===== src/rtl/hist_pkg.sv =====
// Shared types and constants for the histogram read-modify-write controller.
package hist_pkg;

    localparam int HIST_ADDR_W = 10;
    localparam int HIST_DATA_W = 32;

    // Wide enough for any supported counter width; sliced down to DATA_W at use.
    localparam logic [63:0] HIST_CNT_MAX = '1;

    typedef enum logic [2:0] {
        IDLE,
        UPD_RD,
        UPD_WR,
        CLR,
        HRD_RD,
        HRD_DATA
    } hist_state_t;

    typedef struct packed {
        logic [HIST_ADDR_W-1:0]   address;
        logic                     clken;
        logic                     chipselect;
        logic                     write;
        logic [HIST_DATA_W-1:0]   writedata;
        logic [HIST_DATA_W/8-1:0] byteenable;
    } hist_s1_t;

endpackage


===== src/rtl/hist_rmw_ctrl_if.sv =====
// Avalon-MM s1 port of the histogram SRAM; the controller is the master side.
interface hist_rmw_ctrl_if import hist_pkg::*; #(
    parameter int ADDR_W = HIST_ADDR_W,
    parameter int DATA_W = HIST_DATA_W
);

    logic [ADDR_W-1:0]   address;
    logic                clken;
    logic                chipselect;
    logic                write;
    logic [DATA_W-1:0]   writedata;
    logic [DATA_W/8-1:0] byteenable;
    logic [DATA_W-1:0]   readdata;

    modport master (
        output address, clken, chipselect, write, writedata, byteenable,
        input  readdata
    );

    modport slave (
        input  address, clken, chipselect, write, writedata, byteenable,
        output readdata
    );

endinterface


===== src/rtl/onehot_decode.sv =====
// Converts a one-hot bin vector to its binary index; an all-zero input gives 0.
module onehot_decode #(
    parameter int NUM_BINS = 3,
    parameter int OUT_W    = 10
) (
    input  logic [NUM_BINS-1:0] onehot,
    output logic [OUT_W-1:0]    index
);

    // OR of the indices of set bits; only meaningful when exactly one bit is set.
    always_comb begin
        index = '0;
        for (int i = 0; i < NUM_BINS; i++) begin
            if (onehot[i]) begin
                index = index | OUT_W'(i);
            end
        end
    end

endmodule


===== src/rtl/hist_rmw_ctrl.sv =====
// Histogram SRAM sequencer: saturating bin increments, full-table clear and host
// readout, all arbitrated onto one Avalon s1 port with read latency 1.
module hist_rmw_ctrl import hist_pkg::*; #(
    parameter int NUM_BINS = 3,
    parameter int ADDR_W   = HIST_ADDR_W,
    parameter int DATA_W   = HIST_DATA_W
) (
    input  logic                clk,
    input  logic                rst,
    input  logic                hit_valid,
    input  logic [NUM_BINS-1:0] hit_onehot,
    output logic                hit_ready,
    output logic                hit_err,
    input  logic                clr_start,
    output logic                clr_busy,
    output logic                clr_done,
    input  logic                rd_req,
    input  logic [ADDR_W-1:0]   rd_bin,
    output logic                rd_valid,
    output logic [DATA_W-1:0]   rd_data,
    hist_rmw_ctrl_if.master     mem
);

    localparam logic [DATA_W-1:0] CNT_MAX  = HIST_CNT_MAX[DATA_W-1:0];
    localparam logic [ADDR_W-1:0] LAST_BIN = ADDR_W'(NUM_BINS - 1);

    hist_state_t       state_q, state_d;
    logic [ADDR_W-1:0] addr_q, addr_d;
    logic              cs_q, cs_d;
    logic              wr_q, wr_d;
    logic              hit_err_q, hit_err_d;
    logic              clr_pend_q, clr_pend_d;
    logic              rd_pend_q, rd_pend_d;
    logic [ADDR_W-1:0] rd_bin_q, rd_bin_d;
    logic              clr_busy_q, clr_busy_d;
    logic              clr_done_q, clr_done_d;
    logic              rd_valid_q, rd_valid_d;
    logic [DATA_W-1:0] rd_data_q, rd_data_d;
    logic              clken_q;

    logic [ADDR_W-1:0] hit_addr;
    logic              hit_ok;
    logic              hit_accept;
    logic [DATA_W-1:0] cnt_inc;

    onehot_decode #(
        .NUM_BINS (NUM_BINS),
        .OUT_W    (ADDR_W)
    ) u_decode (
        .onehot (hit_onehot),
        .index  (hit_addr)
    );

    assign hit_ok     = ($countones(hit_onehot) == 1);
    assign hit_ready  = !rst && (state_q == IDLE) && !clr_pend_q && !rd_pend_q;
    assign hit_accept = hit_valid && hit_ready;

    // The read word only arrives in UPD_WR, so the increment is formed from it directly.
    assign cnt_inc = (mem.readdata == CNT_MAX) ? CNT_MAX : mem.readdata + DATA_W'(1);

    assign mem.address    = addr_q;
    assign mem.clken      = clken_q;
    assign mem.chipselect = cs_q;
    assign mem.write      = wr_q;
    assign mem.writedata  = (state_q == UPD_WR) ? cnt_inc : '0;
    assign mem.byteenable = '1;

    assign hit_err  = hit_err_q;
    assign clr_busy = clr_busy_q;
    assign clr_done = clr_done_q;
    assign rd_valid = rd_valid_q;
    assign rd_data  = rd_data_q;

    always_ff @(posedge clk) begin
        if (rst) begin
            state_q    <= IDLE;
            addr_q     <= '0;
            cs_q       <= 1'b0;
            wr_q       <= 1'b0;
            hit_err_q  <= 1'b0;
            clr_pend_q <= 1'b0;
            rd_pend_q  <= 1'b0;
            rd_bin_q   <= '0;
            clr_busy_q <= 1'b0;
            clr_done_q <= 1'b0;
            rd_valid_q <= 1'b0;
            rd_data_q  <= '0;
            clken_q    <= 1'b0;
        end else begin
            state_q    <= state_d;
            addr_q     <= addr_d;
            cs_q       <= cs_d;
            wr_q       <= wr_d;
            hit_err_q  <= hit_err_d;
            clr_pend_q <= clr_pend_d;
            rd_pend_q  <= rd_pend_d;
            rd_bin_q   <= rd_bin_d;
            clr_busy_q <= clr_busy_d;
            clr_done_q <= clr_done_d;
            rd_valid_q <= rd_valid_d;
            rd_data_q  <= rd_data_d;
            clken_q    <= 1'b1;
        end
    end

    // Requests latch in every state; IDLE grants clear, then host read, then hits.
    always_comb begin
        state_d    = state_q;
        addr_d     = addr_q;
        cs_d       = 1'b0;
        wr_d       = 1'b0;
        hit_err_d  = 1'b0;
        clr_done_d = 1'b0;
        rd_valid_d = 1'b0;
        rd_data_d  = rd_data_q;
        clr_pend_d = clr_pend_q | clr_start;
        rd_pend_d  = rd_pend_q | rd_req;
        rd_bin_d   = (rd_req && !rd_pend_q) ? rd_bin : rd_bin_q;

        case (state_q)
            IDLE: begin
                if (clr_pend_q) begin
                    state_d    = CLR;
                    addr_d     = '0;
                    cs_d       = 1'b1;
                    wr_d       = 1'b1;
                    clr_pend_d = clr_start;
                end else if (rd_pend_q) begin
                    state_d   = HRD_RD;
                    addr_d    = rd_bin_q;
                    cs_d      = 1'b1;
                    rd_pend_d = rd_req;
                    rd_bin_d  = rd_req ? rd_bin : rd_bin_q;
                end else if (hit_accept) begin
                    if (hit_ok) begin
                        state_d = UPD_RD;
                        addr_d  = hit_addr;
                        cs_d    = 1'b1;
                    end else begin
                        hit_err_d = 1'b1;
                    end
                end
            end
            UPD_RD: begin
                state_d = UPD_WR;
                cs_d    = 1'b1;
                wr_d    = 1'b1;
            end
            UPD_WR: begin
                state_d = IDLE;
            end
            CLR: begin
                if (addr_q == LAST_BIN) begin
                    state_d    = IDLE;
                    clr_done_d = 1'b1;
                end else begin
                    addr_d = addr_q + ADDR_W'(1);
                    cs_d   = 1'b1;
                    wr_d   = 1'b1;
                end
            end
            HRD_RD: begin
                state_d = HRD_DATA;
            end
            HRD_DATA: begin
                state_d    = IDLE;
                rd_data_d  = mem.readdata;
                rd_valid_d = 1'b1;
            end
            default: begin
                state_d = IDLE;
            end
        endcase

        clr_busy_d = clr_pend_d | (state_d == CLR) | clr_done_d;
    end

endmodule


===== src/flat_wrapper.sv =====
// flat-port wrapper written by rule: the top's interface ports become plain ports
module hist_rmw_ctrl_flat import hist_pkg::*;
#(
    parameter int NUM_BINS = 3,
    parameter int ADDR_W   = HIST_ADDR_W,
    parameter int DATA_W   = HIST_DATA_W
)
  (clk, rst, hit_valid, hit_onehot, hit_ready, hit_err, clr_start, clr_busy, clr_done, rd_req, rd_bin, rd_valid, rd_data, mem_address, mem_clken, mem_chipselect, mem_write, mem_writedata, mem_byteenable, mem_readdata);
  hist_rmw_ctrl_if #(.ADDR_W(ADDR_W), .DATA_W(DATA_W)) mem_i ();
  input  logic clk;
  input  logic rst;
  input  logic hit_valid;
  input  logic [NUM_BINS-1:0] hit_onehot;
  output logic hit_ready;
  output logic hit_err;
  input  logic clr_start;
  output logic clr_busy;
  output logic clr_done;
  input  logic rd_req;
  input  logic [ADDR_W-1:0] rd_bin;
  output logic rd_valid;
  output logic [DATA_W-1:0] rd_data;
  output wire logic [$bits(mem_i.address)-1:0] mem_address;
  output wire logic [$bits(mem_i.clken)-1:0] mem_clken;
  output wire logic [$bits(mem_i.chipselect)-1:0] mem_chipselect;
  output wire logic [$bits(mem_i.write)-1:0] mem_write;
  output wire logic [$bits(mem_i.writedata)-1:0] mem_writedata;
  output wire logic [$bits(mem_i.byteenable)-1:0] mem_byteenable;
  input wire logic [$bits(mem_i.readdata)-1:0] mem_readdata;
  assign mem_address = mem_i.address;
  assign mem_clken = mem_i.clken;
  assign mem_chipselect = mem_i.chipselect;
  assign mem_write = mem_i.write;
  assign mem_writedata = mem_i.writedata;
  assign mem_byteenable = mem_i.byteenable;
  assign mem_i.readdata = mem_readdata;
  hist_rmw_ctrl #(.NUM_BINS(NUM_BINS), .ADDR_W(ADDR_W), .DATA_W(DATA_W)) u_core (.clk(clk), .rst(rst), .hit_valid(hit_valid), .hit_onehot(hit_onehot), .hit_ready(hit_ready), .hit_err(hit_err), .clr_start(clr_start), .clr_busy(clr_busy), .clr_done(clr_done), .rd_req(rd_req), .rd_bin(rd_bin), .rd_valid(rd_valid), .rd_data(rd_data), .mem(mem_i));
endmodule

===== config.mk =====
export PLATFORM = sky130hd
export DESIGN_NAME = hist_rmw_ctrl_flat
export DESIGN_NICKNAME = d
export VERILOG_FILES = /design/src/rtl/hist_pkg.sv /design/src/rtl/hist_rmw_ctrl_if.sv /design/src/rtl/onehot_decode.sv /design/src/rtl/hist_rmw_ctrl.sv /design/src/flat_wrapper.sv
export SDC_FILE = /design/constraint.sdc
export NUM_CORES = 1
export LEC_CHECK = 0
export CAP_MARGIN = 20
export CORE_UTILIZATION = 40
export CTS_BUF_LIST = sky130_fd_sc_hd__clkbuf_16
export DETAILED_ROUTE_END_ITERATION = 10
export GPL_ROUTABILITY_DRIVEN = 0
export HOLD_SLACK_MARGIN = 0.08
export MAX_ROUTING_LAYER = met4
export PLACE_DENSITY = 0.82
export SETUP_SLACK_MARGIN = 0.05
export SLEW_MARGIN = 20
export SYNTH_ARGS = -nofsm -noshare
export SYNTH_HDL_FRONTEND = slang
export SYNTH_HIERARCHICAL = 1
export SYNTH_SLANG_ARGS = --single-unit
export TNS_END_PERCENT = 20

===== constraint.sdc =====
create_clock -name clk -period 5.1 [get_ports clk]
set_input_delay 1.275 -clock clk [delete_from_list [all_inputs] [get_ports clk]]
set_output_delay 1.275 -clock clk [all_outputs]
set_load 0.03 [all_outputs]

==> run_results.csv <==
group,metric,value,unit
floorplan,dieWidth,98.1,um
grt,first_global_vias,3679,
worst_setup_path,start_kind,"primary input",
synthesis,yosysMostFrequentCell,"nand2_1",
sta,finalMaxSlewViolations,0,
clocking,cts_max_path_buffers,2,
route,first_iter_violations,170,
worst_setup_path,cp_top_family,"simple AND/OR/NAND/NOR gates",
synthesis,synth_top_area_share,0.347,
sta,fmax,0.204,GHz
sta,worstMarginPinSlew,0.891,ns
floorplan,die_area,0.00963,sq mm
worst_setup_path,r2r_slack,2.81,ns
route,wl,10900,um
route,route.detailed.drc,1,
clocking,cts_buffers,9,
sta,clock_skew,0.00789,ns
route,viasPerCell,5.47,
final_layout,fin_util,0.587,
synthesis,synth.area.top_cells,"dfxtp_1 (35%), nand2_1 (9.3%), a21oi_1 (8.5%), mux2i_1 (5.4%), xnor2_1 (4.0%)",
status,status,"complete, but fails checks",
synthesis,netlist_instances,481,
worst_setup_path,critical_path.max_fanout,27,
sta,setup_viol,0,
clocking,clkLatencyLatePin,0.33,ns
power_and_ir_drop,ir_drop,183,uV
worst_setup_path,cpMaxStageDelayCell,"clkdlybuf4s50_1",
worst_setup_path,cp_num_buf_inv,2,
synthesis,yosys_warnings,6,
min_path,min_path_cells,2,
clocking,clkSinkCount,64,
clocking,cts_tree,"done",
sta,setup_ws,0.203,ns
clocking,clk_pin_slew,0.05,ns
worst_setup_path,cp_data_required_time,3.83,ns
synthesis,yosys.area.top_type,"dfxtp_1",
floorplan,die_h,98.1,um
route,drtAntennaViolNets,0,
placement,port_buffers,131,
clocking,post_cts_buffers,0,
power_and_ir_drop,power_density,310,mW/mm^2
worst_setup_path,cp_slowest_stage_delay,0.58,ns
grt,grt_pass1_wl,17600,um
synthesis,synth_cell_types,57,
clocking,cts_resized,0,
placement,dp_hpwl,7790,um
worst_setup_path,r2r-end,"u_core/mem.address[4]",
floorplan,io_pins,136,
grt,antenna_found_initial,0,
sta,whs,0.452,ns
synthesis,synth-edff-count,0,
sta,finalCritPeriodShare,0.960,
floorplan,rows,34,
worst_setup_path,r2r_start,"u_core/mem.address[4]",
final_layout,drive_gt1_frac,0.122,
route,wire_per_inst,15.4,um
worst_setup_path,reg2reg_depth,5,
min_path,hold_end,"u_core/rd_data[19]",
synthesis,async_reset_ff_frac,0,
power_and_ir_drop,p_leak,1.95,nW
sta,period_needed,4.90,ns
final_layout,finalNonFillerCells,705,
sta,slew-limit-headroom,0.406,
sta,rsz0062_at_grt,"false",
grt,overflow,0,
min_path,hold_path_class,"reg2reg",
status,violations,"design-rule violations",
min_path,hold_path_startpoint,"u_core/rd_data[19]",
synthesis,synthFlopType,"dfxtp_1",
placement,dpl_worst_slack,0.250,ns
worst_setup_path,path_cells,"clkdlybuf4s50_1 > nand3_1 > or3_1 > nor3_4 > nand3_4 > a21oi_1 > buf_4",
worst_setup_path,end_kind,"output pin",
placement,dp.cells,690,
clocking,cts_root_buffer,"clkbuf_16",
final_layout,antennaDiodeCount,0,
synthesis,synth_seq_area_share,0.347,
route,first_pass_iters,10,
final_layout,nets,647,
synthesis,synth-seq-cells,64,
synthesis,avgSynthCellArea,7.69,sq um
clocking,cts_hold_buffers,0,
grt,grt_usage,0.235,
clocking,htree_num_levels,3,
floorplan,core-area,0.00885,sq mm
synthesis,ys_top_cells_by_count,"nand2_1 (92), dfxtp_1 (64), a21oi_1 (63), nor2_1 (32), clkbuf_1 (22)",
flow_run,drv_cap,0,
synthesis,syn-cell-area,0.00370,sq mm
route,via_count,3859,
worst_setup_path,arrival,3.62,ns
sta,finalHoldViolations,0,
sta,fin_tns_setup,0,ns
grt,grt_max_degree,63,
floorplan,start_util,0.418,
final_layout,area_growth,40.4,%
worst_setup_path,worstSetupPathType,"in2out",
## registers in the layout, summed over array words and instances (netlist names)
signal,count
u_core/hit_err,1
u_core/clr_pend_q,1
u_core/rd_pend_q,1
u_core/mem.write,1
u_core/mem.clken,1
u_core/rd_bin_q,10
u_core/clr_busy,1
u_core/rd_valid,1
u_core/state_q,3
u_core/rd_data,32
u_core/clr_done,1
u_core/mem.chipselect,1
u_core/mem.address,10
## per-stage QoR
stage	area [sq um]	total power [mW]
floorplan	3730	0.827
global placement	4890	0.975
detailed placement	4890	0.984
CTS	5190	1.62
global route	5190	1.68
finish	5190	1.61
## worst min-delay path, cell delays in order, from the launching register on
cell and delay (ns):
dfxtp_1 0.30, nand2_1 0.05, a21oi_1 0.05
## worst max-delay path by stage
stage / start / to / slack, ns / depth (start not counted)
3_3_place_gp: mem_readdata[11] / mem_writedata[31] / 0.36 / 8
3_5_place_dp: mem_readdata[11] / mem_writedata[5] / 0.25 / 7
6_report: mem_readdata[19] / mem_writedata[5] / 0.20 / 7
4_1_cts: mem_readdata[19] / mem_writedata[5] / 0.22 / 7
5_1_grt: mem_readdata[19] / mem_writedata[5] / 0.09 / 7
2_1_floorplan: mem_readdata[9] / mem_writedata[26] / 0.85 / 6
## report_power, final
part / internal [mW] / switching (mW) / total (mW)
Sequential: 0.530 / 0.0389 / 0.569
Clock: 0.419 / 0.213 / 0.631
Combinational: 0.166 / 0.244 / 0.410
## per-layer routing
metal	vias up	GRT usage	part of all wire
met4	0	0.0827	0.016
met2	194	0.392	0.49
met1	1776	0.274	0.42
met3	15	0.0608	0.078
li1	1874	-	-
met5	-	-	0
## cell families (layout without fill, tap and decap cells)
kind of cell | Yosys count | in the layout | synth area share
and+or+nand+nor | 207 | 207 | 0.278
AOI/OAI and AO/OA | 104 | 104 | 0.169
DFF | 64 | 64 | 0.347
buffers and inverters | 56 | 162 | 0.0775
xor gates and xnor gates | 24 | 24 | 0.0569
muxes | 20 | 20 | 0.0541
adders and majority gates | 4 | 4 | 0.0156
other | 2 | 12 | 0.00203
## layout make-up
cell class / count / area (sq um)
fill: 789 / 3660
timing repair buffer: 136 / 1260
clock inverter: 6 / 76.3
clock buffer: 9 / 225
sequential: 64 / 1280
multi-input combinational: 371 / 2170
tap: 108 / 135
inverter: 11 / 41.3
## cell usage in the layout, fill, tap and decap left out, types with 17 or more instances in the layout
master,count
clkdlybuf4s50_1,98
dfxtp_1,64
xnor2_1,17
a21oi_1,63
mux2i_1,20
nor3_1,21
nand2_1,92
nor2_1,31
buf_4,37
Note: power is estimated with default switching activity, not from simulation.
==> RTL edit, RTL diff (same settings) <==
`NUM_BINS` is set to 3 in 3 places; all go to 2.
--- a/src/rtl/onehot_decode.sv
+++ b/src/rtl/onehot_decode.sv
@@ -2,3 +2,3 @@
 module onehot_decode #(
-    parameter int NUM_BINS = 3,
+    parameter int NUM_BINS = 2,
     parameter int OUT_W    = 10
--- a/src/rtl/hist_rmw_ctrl.sv
+++ b/src/rtl/hist_rmw_ctrl.sv
@@ -3,3 +3,3 @@
 module hist_rmw_ctrl import hist_pkg::*; #(
-    parameter int NUM_BINS = 3,
+    parameter int NUM_BINS = 2,
     parameter int ADDR_W   = HIST_ADDR_W,
--- a/src/flat_wrapper.sv
+++ b/src/flat_wrapper.sv
@@ -3,3 +3,3 @@
 #(
-    parameter int NUM_BINS = 3,
+    parameter int NUM_BINS = 2,
     parameter int ADDR_W   = HIST_ADDR_W,
Interface: changed (resized hit_onehot); port bits go from 136 to 135. The function was not compared with the original's and may differ.
==> RTL edit against the original RTL <==
Sequential cell count is the same; utilization increased by 1.5 points; power is 7.4% lower; routed wire length shrank 2.6%; critical path type unchanged; area after synthesis down 1.5%; sequential power barely moved; worst setup slack got worse by 0.14 ns; design area rose by 1.6%.
==> RTL edit: results (changes against the original RTL) <==
* Status: complete, no violations
* Peak VDD IR at 160 uV (-12%)
* DPL Wire Length at 7530 um (-3.4%)
* Met2 Use GR at 35.4% (-3.7 points)
* P_comb at 393 uW (-4%)
* Detailed Route Iter0 Violations at 212 (+25%)
* Seq/Total Area, Yosys at 35.2% (+0.51 points)
* Overall Global Routing Usage at 22.2% (-1.3 points)
* Int Power at 1010 uW (-9.3%)
* Vias in the first global route at 3487 (-5.2%)
* CP top delay family: simple AND/OR/NAND/NOR gates
* Top cells by instance count after synthesis: 86 x nand2_1, 76 x a21oi_1, 64 x dfxtp_1
* Worst r2r dst: u_core/mem.address[9]
* Post-synthesis xor/xnor area fraction at 6.73% (+1.0 points)
* Crit Path Max Fanout at 23 (-15%)
* Flop2flop setup slack at 2.68 ns (-0.13 ns)
* ANT cells at 0 (unchanged)
* Share of cells above drive strength 1 at 13.9% (+1.7 points)
* Worst setup path end: mem_writedata[2]
* Placed cell area at 4960 um^2 (+1.5%)
* First-pass DRT Iterations at 5 (-5)
* DR vias/cell at 5.36 (-2.1%)
* Leakage at 0.00199 uW (+2.1%)
* Mux cell area share after synthesis at 6.04% (+0.63 points)
* WP data arrival at 3.76 ns (+0.14 ns)
* Least-Margin Pin Slew at 0.877 ns (-0.0137 ns)
* Yosys cell types at 51 (-11%)
* Global-route wire length before repair at 16800 um (-4.5%)
* Adder-cell area share of the yosys netlist at 1.03% (-0.53 points)
* Met3 Wirelength at 778 um (-7.9%)
* Synth top area cells: dfxtp_1 35%, a21oi_1 10%, nand2_1 8.9%
* Grt met3 use at 4.89% (-1.2 points)
* Max reg flops at 32 (unchanged)
* Port buffer count at 130 (-0.76%)
* Slowest CP cell: or4_4
* DRT met1 WL at 4370 um (-3.5%)
* Yosys warns at 6 (unchanged)
* Met2 WL at 5230 um (-1.5%)
* Clk_skew at 0.00440 ns (-0.00349 ns)
* Total Wirelength at 10600 um (-2.6%)
* HP Class: register to register
* Global-route met1 utilization at 27.3% (-0.040 points)
* Compound-Gate Fraction of Synth Area at 16.6% (-0.33 points)
* Layout Nets at 665 (+2.8%)
* Clock root buffer: clkbuf_16
* CP startpoint: mem_readdata[1]
==> RTL edit: cell types whose count changed after synthesis, sizes merged, moves of 5 or more <==
| cell | change |
|---|---|
| clkbuf | +5 |
| nand2 | -6 |
| xor2 | +5 |
| o21ai | +10 |
| nor2 | +6 |
| nor3 | -9 |
==> RTL edit: through the flow <==
stage | setup slack, ns | power [uW] | utilization (%) | cells | hold WS, ns
after floorplan | 0.182 | 806 | - | 498 | 0.463
after global routing | 0.000525 | 1560 | 60.2 | 726 | 0.479
after global placement | 0.00788 | 953 | 56.6 | 710 | 0.442
after detailed placement | -0.0593 | 961 | 56.6 | 710 | 0.446
final | 0.0665 | 1490 | 60.2 | 726 | 0.452
after CTS | 0.0629 | 1490 | 59.6 | 726 | 0.453
==> RTL edit: worst min path at each step <==
| stage | startpoint | to | slack [ns] | cells past startpoint |
|---|---|---|---|---|
| finish | u_core/rd_data[5] | u_core/rd_data[5] | 0.45 | 2 |
| global route | u_core/rd_data[26] | u_core/rd_data[26] | 0.48 | 2 |
| CTS | u_core/rd_data[5] | u_core/rd_data[5] | 0.45 | 2 |
| detailed placement | u_core/rd_data[5] | u_core/rd_data[5] | 0.45 | 2 |
| global placement | u_core/rd_data[5] | u_core/rd_data[5] | 0.44 | 2 |
| floorplan | u_core/rd_bin_q[0] | u_core/rd_bin_q[0] | 0.46 | 2 |
==> RTL edit: cell type report <==
type	count	area, um^2
Clock buffer	9	225
Clock inverter	7	30.0
Tap cell	108	135
Fill cell	787	3490
Multi-Input combinational cell	378	2180
Timing Repair Buffer	150	1390
Sequential cell	64	1280
Inverter	10	37.5
==> RTL edit: repair_timing <==
action                     4_1_cts  5_1_grt
resized for setup                2       13
pin swaps                        0        0
buffers inserted                 0        0
hold endpoints to repair         0        0
setup endpoints to repair       30       30
